**src/rtl/banco_reg_file_pkg.sv**
```systemverilog
// ---------------------------------------------------------------------------
// banco_reg_pkg
// Shared widths and types for the banco_reg_file register bank.
//   DATA_W : width of one register and of the write/read data paths
//   ADDR_W : width of every register address
//   DEPTH  : number of registers, always 2**ADDR_W
// Types:
//   data_t : one register word
//   addr_t : one register address
// Optional build macro used by the bank: BANCO_REG_FILE_BYPASS_EN
// ---------------------------------------------------------------------------
package banco_reg_pkg;

  localparam int DATA_W = 8;
  localparam int ADDR_W = 3;
  localparam int DEPTH  = 2 ** ADDR_W;

  typedef logic [DATA_W-1:0] data_t;
  typedef logic [ADDR_W-1:0] addr_t;

endpackage : banco_reg_pkg

```
**src/rtl/banco_reg_file_if.sv**
```systemverilog
// ---------------------------------------------------------------------------
// banco_reg_file_if
// Bus between the datapath control/decoder and the register bank.
//   AddrR1 : read address for port RX
//   AddrR2 : read address for port RY
//   AddrW  : write address
//   DataIn : write data
//   W_R    : write enable (1 = write on rising clk, 0 = read only)
//   RX     : contents of register[AddrR1]
//   RY     : contents of register[AddrR2]
// Modports:
//   master : the control side that drives addresses and write data
//   slave  : the register bank that answers with RX/RY
// ---------------------------------------------------------------------------
interface banco_reg_file_if;
  import banco_reg_pkg::*;

  addr_t AddrR1;
  addr_t AddrR2;
  addr_t AddrW;
  data_t DataIn;
  logic  W_R;
  data_t RX;
  data_t RY;

  modport master (
    output AddrR1,
    output AddrR2,
    output AddrW,
    output DataIn,
    output W_R,
    input  RX,
    input  RY
  );

  modport slave (
    input  AddrR1,
    input  AddrR2,
    input  AddrW,
    input  DataIn,
    input  W_R,
    output RX,
    output RY
  );

endinterface : banco_reg_file_if

```
**src/rtl/banco_reg_file_read_port.sv**
```systemverilog
// ---------------------------------------------------------------------------
// banco_reg_read_port
// One asynchronous read port of the register bank: a DEPTH:1 mux over the
// stored registers, optionally followed by a write-through forward.
// Ports:
//   regs    in  DEPTH x data_t  stored register contents
//   addr    in  addr_t          register to read
//   wr_en   in  1               qualified write enable (only with bypass)
//   wr_addr in  addr_t          write address (only with bypass)
//   wr_data in  data_t          write data (only with bypass)
//   dout    out data_t          selected value
// Build macro: BANCO_REG_FILE_BYPASS_EN
//   defined   : a pending write to the addressed register is forwarded
//   undefined : read-before-write, dout reflects stored contents only
// ---------------------------------------------------------------------------
module banco_reg_read_port
  import banco_reg_pkg::*;
(
  input  data_t regs [DEPTH],
  input  addr_t addr,
`ifdef BANCO_REG_FILE_BYPASS_EN
  input  logic  wr_en,
  input  addr_t wr_addr,
  input  data_t wr_data,
`endif
  output data_t dout
);

  always_comb begin
    dout = regs[addr];
`ifdef BANCO_REG_FILE_BYPASS_EN
    // wr_en already excludes reset, so a held reset never forwards data
    if (wr_en && (wr_addr == addr)) begin
      dout = wr_data;
    end
`endif
  end

endmodule : banco_reg_read_port

```
**src/rtl/banco_reg_file.sv**
```systemverilog
// ---------------------------------------------------------------------------
// banco_reg_file
// General-purpose register bank: DEPTH registers of DATA_W bits, one
// synchronous write port and two independent asynchronous read ports.
// Ports:
//   clk   in  1      system clock, state updates on the rising edge
//   reset in  1      asynchronous active-high reset, clears every register
//   bus   slave      banco_reg_file_if (AddrR1/AddrR2/AddrW/DataIn/W_R in,
//                    RX/RY out)
// Build macro: BANCO_REG_FILE_BYPASS_EN
//   defined   : write-through forwarding on RX/RY when the read address
//               matches a pending write
//   undefined : read-before-write; RX/RY show stored contents only
// Register 0 is an ordinary writable register. Reset release must be clean
// relative to clk; there is no internal synchronizer.
// ---------------------------------------------------------------------------
module banco_reg_file
  import banco_reg_pkg::*;
(
  input logic               clk,
  input logic               reset,
  banco_reg_file_if.slave   bus
);

  data_t regs [DEPTH];

  // Storage and write decode. Reset wins over a write on the same edge, and
  // because it is asynchronous the array is zero while reset is held.
  always_ff @(posedge clk or posedge reset) begin
    if (reset) begin
      for (int i = 0; i < DEPTH; i++) begin
        regs[i] <= '0;
      end
    end else if (bus.W_R) begin
      regs[bus.AddrW] <= bus.DataIn;
    end
  end

`ifdef BANCO_REG_FILE_BYPASS_EN
  logic wr_active;

  // Forwarding must never show DataIn while reset holds the array at zero
  assign wr_active = bus.W_R & ~reset;
`endif

  banco_reg_read_port u_read_rx (
    .regs    (regs),
    .addr    (bus.AddrR1),
`ifdef BANCO_REG_FILE_BYPASS_EN
    .wr_en   (wr_active),
    .wr_addr (bus.AddrW),
    .wr_data (bus.DataIn),
`endif
    .dout    (bus.RX)
  );

  banco_reg_read_port u_read_ry (
    .regs    (regs),
    .addr    (bus.AddrR2),
`ifdef BANCO_REG_FILE_BYPASS_EN
    .wr_en   (wr_active),
    .wr_addr (bus.AddrW),
    .wr_data (bus.DataIn),
`endif
    .dout    (bus.RY)
  );

endmodule : banco_reg_file

```
**src/flat_wrapper.sv**
```systemverilog
// flat-port wrapper written by rule: the top's interface ports become plain ports
module banco_reg_file_flat import banco_reg_pkg::*;
  (clk, reset, bus_AddrR1, bus_AddrR2, bus_AddrW, bus_DataIn, bus_W_R, bus_RX, bus_RY);
  banco_reg_file_if bus_i ();
  input logic clk;
  input logic reset;
  input wire logic [$bits(bus_i.AddrR1)-1:0] bus_AddrR1;
  input wire logic [$bits(bus_i.AddrR2)-1:0] bus_AddrR2;
  input wire logic [$bits(bus_i.AddrW)-1:0] bus_AddrW;
  input wire logic [$bits(bus_i.DataIn)-1:0] bus_DataIn;
  input wire logic [$bits(bus_i.W_R)-1:0] bus_W_R;
  output wire logic [$bits(bus_i.RX)-1:0] bus_RX;
  output wire logic [$bits(bus_i.RY)-1:0] bus_RY;
  assign bus_i.AddrR1 = bus_AddrR1;
  assign bus_i.AddrR2 = bus_AddrR2;
  assign bus_i.AddrW = bus_AddrW;
  assign bus_i.DataIn = bus_DataIn;
  assign bus_i.W_R = bus_W_R;
  assign bus_RX = bus_i.RX;
  assign bus_RY = bus_i.RY;
  banco_reg_file u_core (.clk(clk), .reset(reset), .bus(bus_i));
endmodule
```
**config.mk**
```make
export PLATFORM = sky130hd
export DESIGN_NAME = banco_reg_file_flat
export DESIGN_NICKNAME = d
export VERILOG_FILES = /design/src/rtl/banco_reg_file_pkg.sv /design/src/rtl/banco_reg_file_if.sv /design/src/rtl/banco_reg_file_read_port.sv /design/src/rtl/banco_reg_file.sv /design/src/flat_wrapper.sv
export SDC_FILE = /design/constraint.sdc
export NUM_CORES = 1
export LEC_CHECK = 0
export CAP_MARGIN = 30
export CORE_ASPECT_RATIO = 0.75
export CORE_MARGIN = 3
export CORE_UTILIZATION = 43
export CTS_BUF_LIST = sky130_fd_sc_hd__clkbuf_8
export DETAILED_ROUTE_END_ITERATION = 8
export GPL_TIMING_DRIVEN = 0
export PLACE_DENSITY = 0.72
export SYNTH_ARGS = -nofsm -noshare
export SYNTH_HDL_FRONTEND = slang
export SYNTH_SLANG_ARGS = --single-unit
export TNS_END_PERCENT = 1
```
**constraint.sdc**
```tcl
create_clock -name clk -period 2.45 [get_ports clk]
set_input_delay 0.3675 -clock clk [delete_from_list [all_inputs] [get_ports clk]]
set_output_delay 0.3675 -clock clk [all_outputs]
set_load 0.005 [all_outputs]
```
==> summary.txt <==
Outcome
  – Status: finished, final reports clean

STA
  – Setup_tns: 0 ns
  – Post-Route Skew: 0 ns
  – Tcrit/Tclk final: 0.9744
  – Worst rel slew slack: 0.4850
  – Min Tclk post-route: ~2.4 ns
  – Slew Viols, Final: 0
  – Fin. Hold Viols: 0
  – FMAX: 418.9 MHz
  – Final setup viols: 0
  – Slew @ Worst Pin: around 0.77 ns
  – RSZ-0062 raised after global routing: no

Global routing
  – Overflow after GRT: 0
  – Vias in the first global route: roughly 2100
  – Total track usage: 0.1749
  – First-pass GRT wire length: about 12000 um
  – Initial antenna violation count: 0
  – Largest net degree at the start of global routing: 38

Die
  – I/O pin total: 36
  – DIE HEIGHT: around 85 um
  – Cell Rows: 28
  – Core ar.: approximately 8000 um2
  – Die area: 9414 um2
  – Die Width: ~110 um
  – Starting density of the core: 0.4475

Worst setup path
  – CP startpoint: bus_AddrR2[2]
  – Critical path type: input pin to primary output
  – Crit Reg-Reg Startpoint: u_core.regs[3]
  – Crit Path Max Fanout: 10
  – WP data arrival: roughly 2 ns
  – Setup crit start kind: input pin
  – Critical Path RT: between 2 and 2.5 ns
  – CP endpoint kind: primary output

Final layout
  – Largest reg by FF count: u_core.regs
  – Commonest non-fill, non-tap cells in the layout: 68 x mux2_2, 64 x dfrtp_1, 25 x clkdlybuf4s50_1, 20 x mux4_1
  – Filler Cell Count: slightly below 700
  – Final Cell Area: a little over 4000 um2
  – Fin cells: 347
  – # diodes: 0
  – Top Registers: u_core.regs (64)
  – Largest register FFs: 64
  – Total Nets Final: about 260
  – Layout area overhead: 15.68%
  – Most common cell after layout, fill and taps aside: mux2_2
  – Layout cells sized above 1: 0.5000

Power and ir drop
  – Worst vdd ir: roughly 450 uV
  – Power share of the sequential group: 0.468
  – Comb power frac: 0.288
  – Pwr dens: between 700 and 800 nW/um2
  – Psw: about 0.79 mW
  – Clock power frac: 0.244
  – Leakage: between 1.5 and 2 nW
  – Switching Share: 0.2565
  – Cell Int Power: about 2.3 mW

Yosys
  – Distinct cell type count after synthesis: 14
  – Post-Synth Adder-Cell Area: 0
  – Cells after synthesis: ~200
  – Sequential area share after synthesis: 0.4501
  – Syn nets: between 200 and 250
  – Post-Syn Area: around 3600 um2
  – Syn_area_per_cell: around 18 um2
  – Simple-gate share of the synthesized area: 0.02426
  – Yosys reg bits: 64
  – Synth Area in Compound Gates: 0
  – Post-Synth XOR/XNOR Area: 0
  – Largest family of logic cells by synthesized area: multiplexers
  – YS warnings: 0
  – Mux cell area share after synthesis: 0.4895

Route
  – Total Wirelength: between 7000 and 8000 um
  – Avg WL per Cell: ~21 um
  – First-pass DRT Iterations: 4
  – Routed Antenna Nets: 0
  – Initial drt markers: roughly 130
  – Vias/cell: approximately 5.7
  – Vias: 1986
  – DRC viols: 0

CTS
  – CTS Buf Count: 9
  – Post-CTS setup buffers: 0
  – CTS Sinks: 64
  – Hold buffer count at CTS: 0
  – Clock root buffer: clkbuf_8
  – CTS tree: yes
  – CTS clk-pin slew, worst paths: roughly 0.060 ns
  – Max Buffers Root-to-Sink: 2
  – Worst-Skew Late Latency: roughly 0.35 ns
  – H-tree lvl count: 3

Placed design
  – Buffers on Ports: 25
  – Dpl hpwl: 5036 um
  – Inst Count DP: ~330
  – Dpl cell area: 3960 um2
  – Final GP Congestion: approximately 0.73

Run
  – Maxcap violations: 0

Worst hold path
  – HP Class: input pin to asynchronous set/reset pin
==> per-stage QoR <==
step                      worst slack, ns  power [mW]  hold WS, ns  utilization
final                             0.06277       3.084       0.4043       0.5176
after global routing             0.004744       3.262       0.4351       0.5176
after CTS                         0.05114       3.123       0.4150       0.5173
after detailed placement          0.05713       2.360       0.5039       0.4980
after global placement            -0.6890       2.317       0.4947       0.4954
after floorplan                    0.4844       2.033       0.4849            -
==> metal layers <==
layer | up-vias | GRT usage | routed length (um)
met5 | - | 0 | 0
met4 | 0 | 0.05746 | 140
met3 | 16 | 0.06412 | 366
met2 | 44 | 0.2539 | 3309
met1 | 1028 | 0.2466 | 3613
li1 | 898 | - | -
==> kinds of logic (layout without fill, tap and decap cells) <==
logic type / count (synthesis) / count (layout)
flops: 64 / 64
mux: 112 / 112
buf+inv: 18 / 58
simple gates: 8 / 8
==> layout make-up <==
type,instances,area (um2),share of cell area
Multi-Input combinational cell,120,1828,0.4441
Sequential cell,64,1602,0.3891
Timing Repair Buffer,26,270.3,0.06565
Clock buffer,10,137.6,0.03343
Tap cell,105,131.4,0.03191
Buffer,17,127.6,0.03100
Clock inverter,4,16.27,0.003951
Inverter,1,3.754,0.0009119
==> timing repair <==
| item | in CTS | in global routing |
|---|---|---|
| endpoints found under the setup margin | 0 | 1 |
| hold endpoints to repair | 0 | 0 |
| gates resized for setup | 0 | 1 |
==> worst max-delay path: stages <==
cell,delay (ns)
buf_2,0.22
buf_2,0.33
mux4_2,0.36
mux2_4,0.27
clkdlybuf4s50_1,0.46
==> path summary, 6_finish.rpt <==
| kind | to | slack, ns | cells past startpoint |
|---|---|---|---|
| worst max-delay path | bus_RY[6] | 0.06 | 5 |
| worst min-delay path | u_core.regs[4] | 0.40 | 2 |
| worst max register to register | u_core.regs[3] | 1.67 | 1 |
| worst min register to register | u_core.regs[39] | 0.52 | 1 |
| max in group asynchronous | u_core.regs[57] | 1.43 | 3 |
| min in group clk | u_core.regs[39] | 0.52 | 1 |
==> Yosys cell counts <==
library cell   n  area share
nand4_1        1      0.0018
nor4bb_1       3      0.0084
mux4_2        12       0.076
nand4b_1       3      0.0074
dfrtp_1       64        0.45
mux4_1        20        0.15
mux2_2        68        0.22
buf_6          2      0.0063
nor4b_4        1      0.0067
inv_1          1      0.0011
buf_1          2      0.0021
buf_2         11       0.015
mux2_4        12       0.051
buf_12         2       0.011
==> power groups by stage <==
stage | Combinational (mW) | Clock [mW] | Sequential, mW
3_3_place_gp | 0.876 | 0 | 1.44
6_report | 0.889 | 0.753 | 1.44
2_1_floorplan | 0.629 | 0 | 1.40
3_5_place_dp | 0.900 | 0 | 1.46
4_1_cts | 0.903 | 0.779 | 1.44
5_1_grt | 0.960 | 0.824 | 1.48
Note: power is estimated with default switching activity, not from simulation.
==> edit (same flow settings) <==
Set the package constant `ADDR_W` to 2 (it was 3).
--- a/src/rtl/banco_reg_file_pkg.sv
+++ b/src/rtl/banco_reg_file_pkg.sv
@@ -13,5 +13,5 @@
 
   localparam int DATA_W = 8;
-  localparam int ADDR_W = 3;
+  localparam int ADDR_W = 2;
   localparam int DEPTH  = 2 ** ADDR_W;
 
Interface: changed (resized bus_AddrR1, bus_AddrR2 and bus_AddrW); port bits go from 36 to 33. The function was not compared with the original's and may differ.
==> edit against the original RTL <==
Fmax is 16% higher; wire length down 55%; sequential share of layout area hardly changed; first-iteration DRC count decreased by 79%; setup slack better by 0.33 ns; area after synthesis down 55%; via count fell by 51%; sequential cell count decreased by 32; design area decreased by 50%; clock skew stayed put; total power is 50% lower; combinational power shrank 53%; largest power group unchanged.
==> edit: results (changes against the original RTL) <==
| Metric | Value |
|---|---|
| Net count after synthesis | `106 (was 222)` |
| Worst vdd rail ir drop | `0.526 mV (was 0.447 mV)` |
| CTS buffer count | `5 (was 9)` |
| Worst-skew pair later-pin latency | `0.27 ns (was 0.35 ns)` |
| Cells after DPL | `168 (was 333)` |
| Number of distinct standard cells referenced by the synthesized netlist | `8 (was 14)` |
| Sequential fraction of the synthesis area | `0.502 (was 0.450)` |
| H-tree depth reported by CTS | `2 (was 3)` |
| Leakage | `0.829 nW (was 1.75 nW)` |
| Area after detailed placement | `1970 µm² (was 3960 µm²)` |
| First-pass GRT wire length | `5470 µm (was 12100 µm)` |
| Capture point of the critical path | `bus_RX[3] (was bus_RY[6])` |
| Detailed-route wire length | `3370 µm (was 7430 µm)` |
| Average instance area after synthesis | `17.9 µm² (was 17.6 µm²)` |
| Biggest fanout along the worst timing path | `8 (was 10)` |
| Vias in the first global route | `1022 (was 2123)` |
| Status | `complete, no violations (unchanged)` |
| Top area cells in the synthesized netlist | `sky130_fd_sc_hd__dfrtp_1 50%, sky130_fd_sc_hd__mux2_2 23%, sky130_fd_sc_hd__mux4_2 23% (was sky130_fd_sc_hd__dfrtp_1 45%, sky130_fd_sc_hd__mux2_2 22%, sky130_fd_sc_hd__mux4_1 15%)` |
| Worst setup path startpoint | `bus_AddrR1[0] (was bus_AddrR2[2])` |
| Most common library cells after synthesis | `32 x sky130_fd_sc_hd__dfrtp_1, 32 x sky130_fd_sc_hd__mux2_2, 16 x sky130_fd_sc_hd__mux4_2 (was 68 x sky130_fd_sc_hd__mux2_2, 64 x sky130_fd_sc_hd__dfrtp_1, 20 x sky130_fd_sc_hd__mux4_1)` |
| Slowest-stage cell, CP | `sky130_fd_sc_hd__mux4_2 (was sky130_fd_sc_hd__clkdlybuf4s50_1)` |
| Nets | `142 (was 259)` |
| Detailed Place HPWL | `2340 µm (was 5040 µm)` |
| Max FFs per register | `32 (was 64)` |
| Share of layout cells above drive strength 1 | `0.516 (was 0.500)` |
==> edit: power by group <==
| group | switching (W) | total [W] | internal [W] |
|---|---|---|---|
| logic | 0.000122 | 0.000422 | 0.000300 |
| registers | 0.0000694 | 0.000699 | 0.000630 |
| clock network | 0.000191 | 0.000415 | 0.000224 |
==> edit: cells by family (layout without fill, tap and decap cells) <==
kind of cell           after synthesis  count (layout)  synth area share
DFF                                 32              32             0.502
and+or+nand+nor                      4               4            0.0321
buffers and inverters                5              42            0.0149
muxes                               48              48             0.451
==> edit: area by class of cell <==
class	count	area [µm²]
Buffer	4	20.0
Clock buffer	6	82.6
Clock inverter	2	10.0
Fill cell	275	1360
Inverter	1	3.75
Multi-Input combinational cell	52	772
Sequential cell	32	801
Tap cell	50	62.6
Timing Repair Buffer	29	308
==> edit: layer usage <==
layer,part of all wire,global-route usage,wire length [µm],up-vias
li1,-,-,-,420
met1,0.43,0.208,1460,513
met2,0.49,0.275,1650,27
met3,0.070,0.0550,236,4
met4,0.0077,0.0543,26,0
met5,0,0,0,-
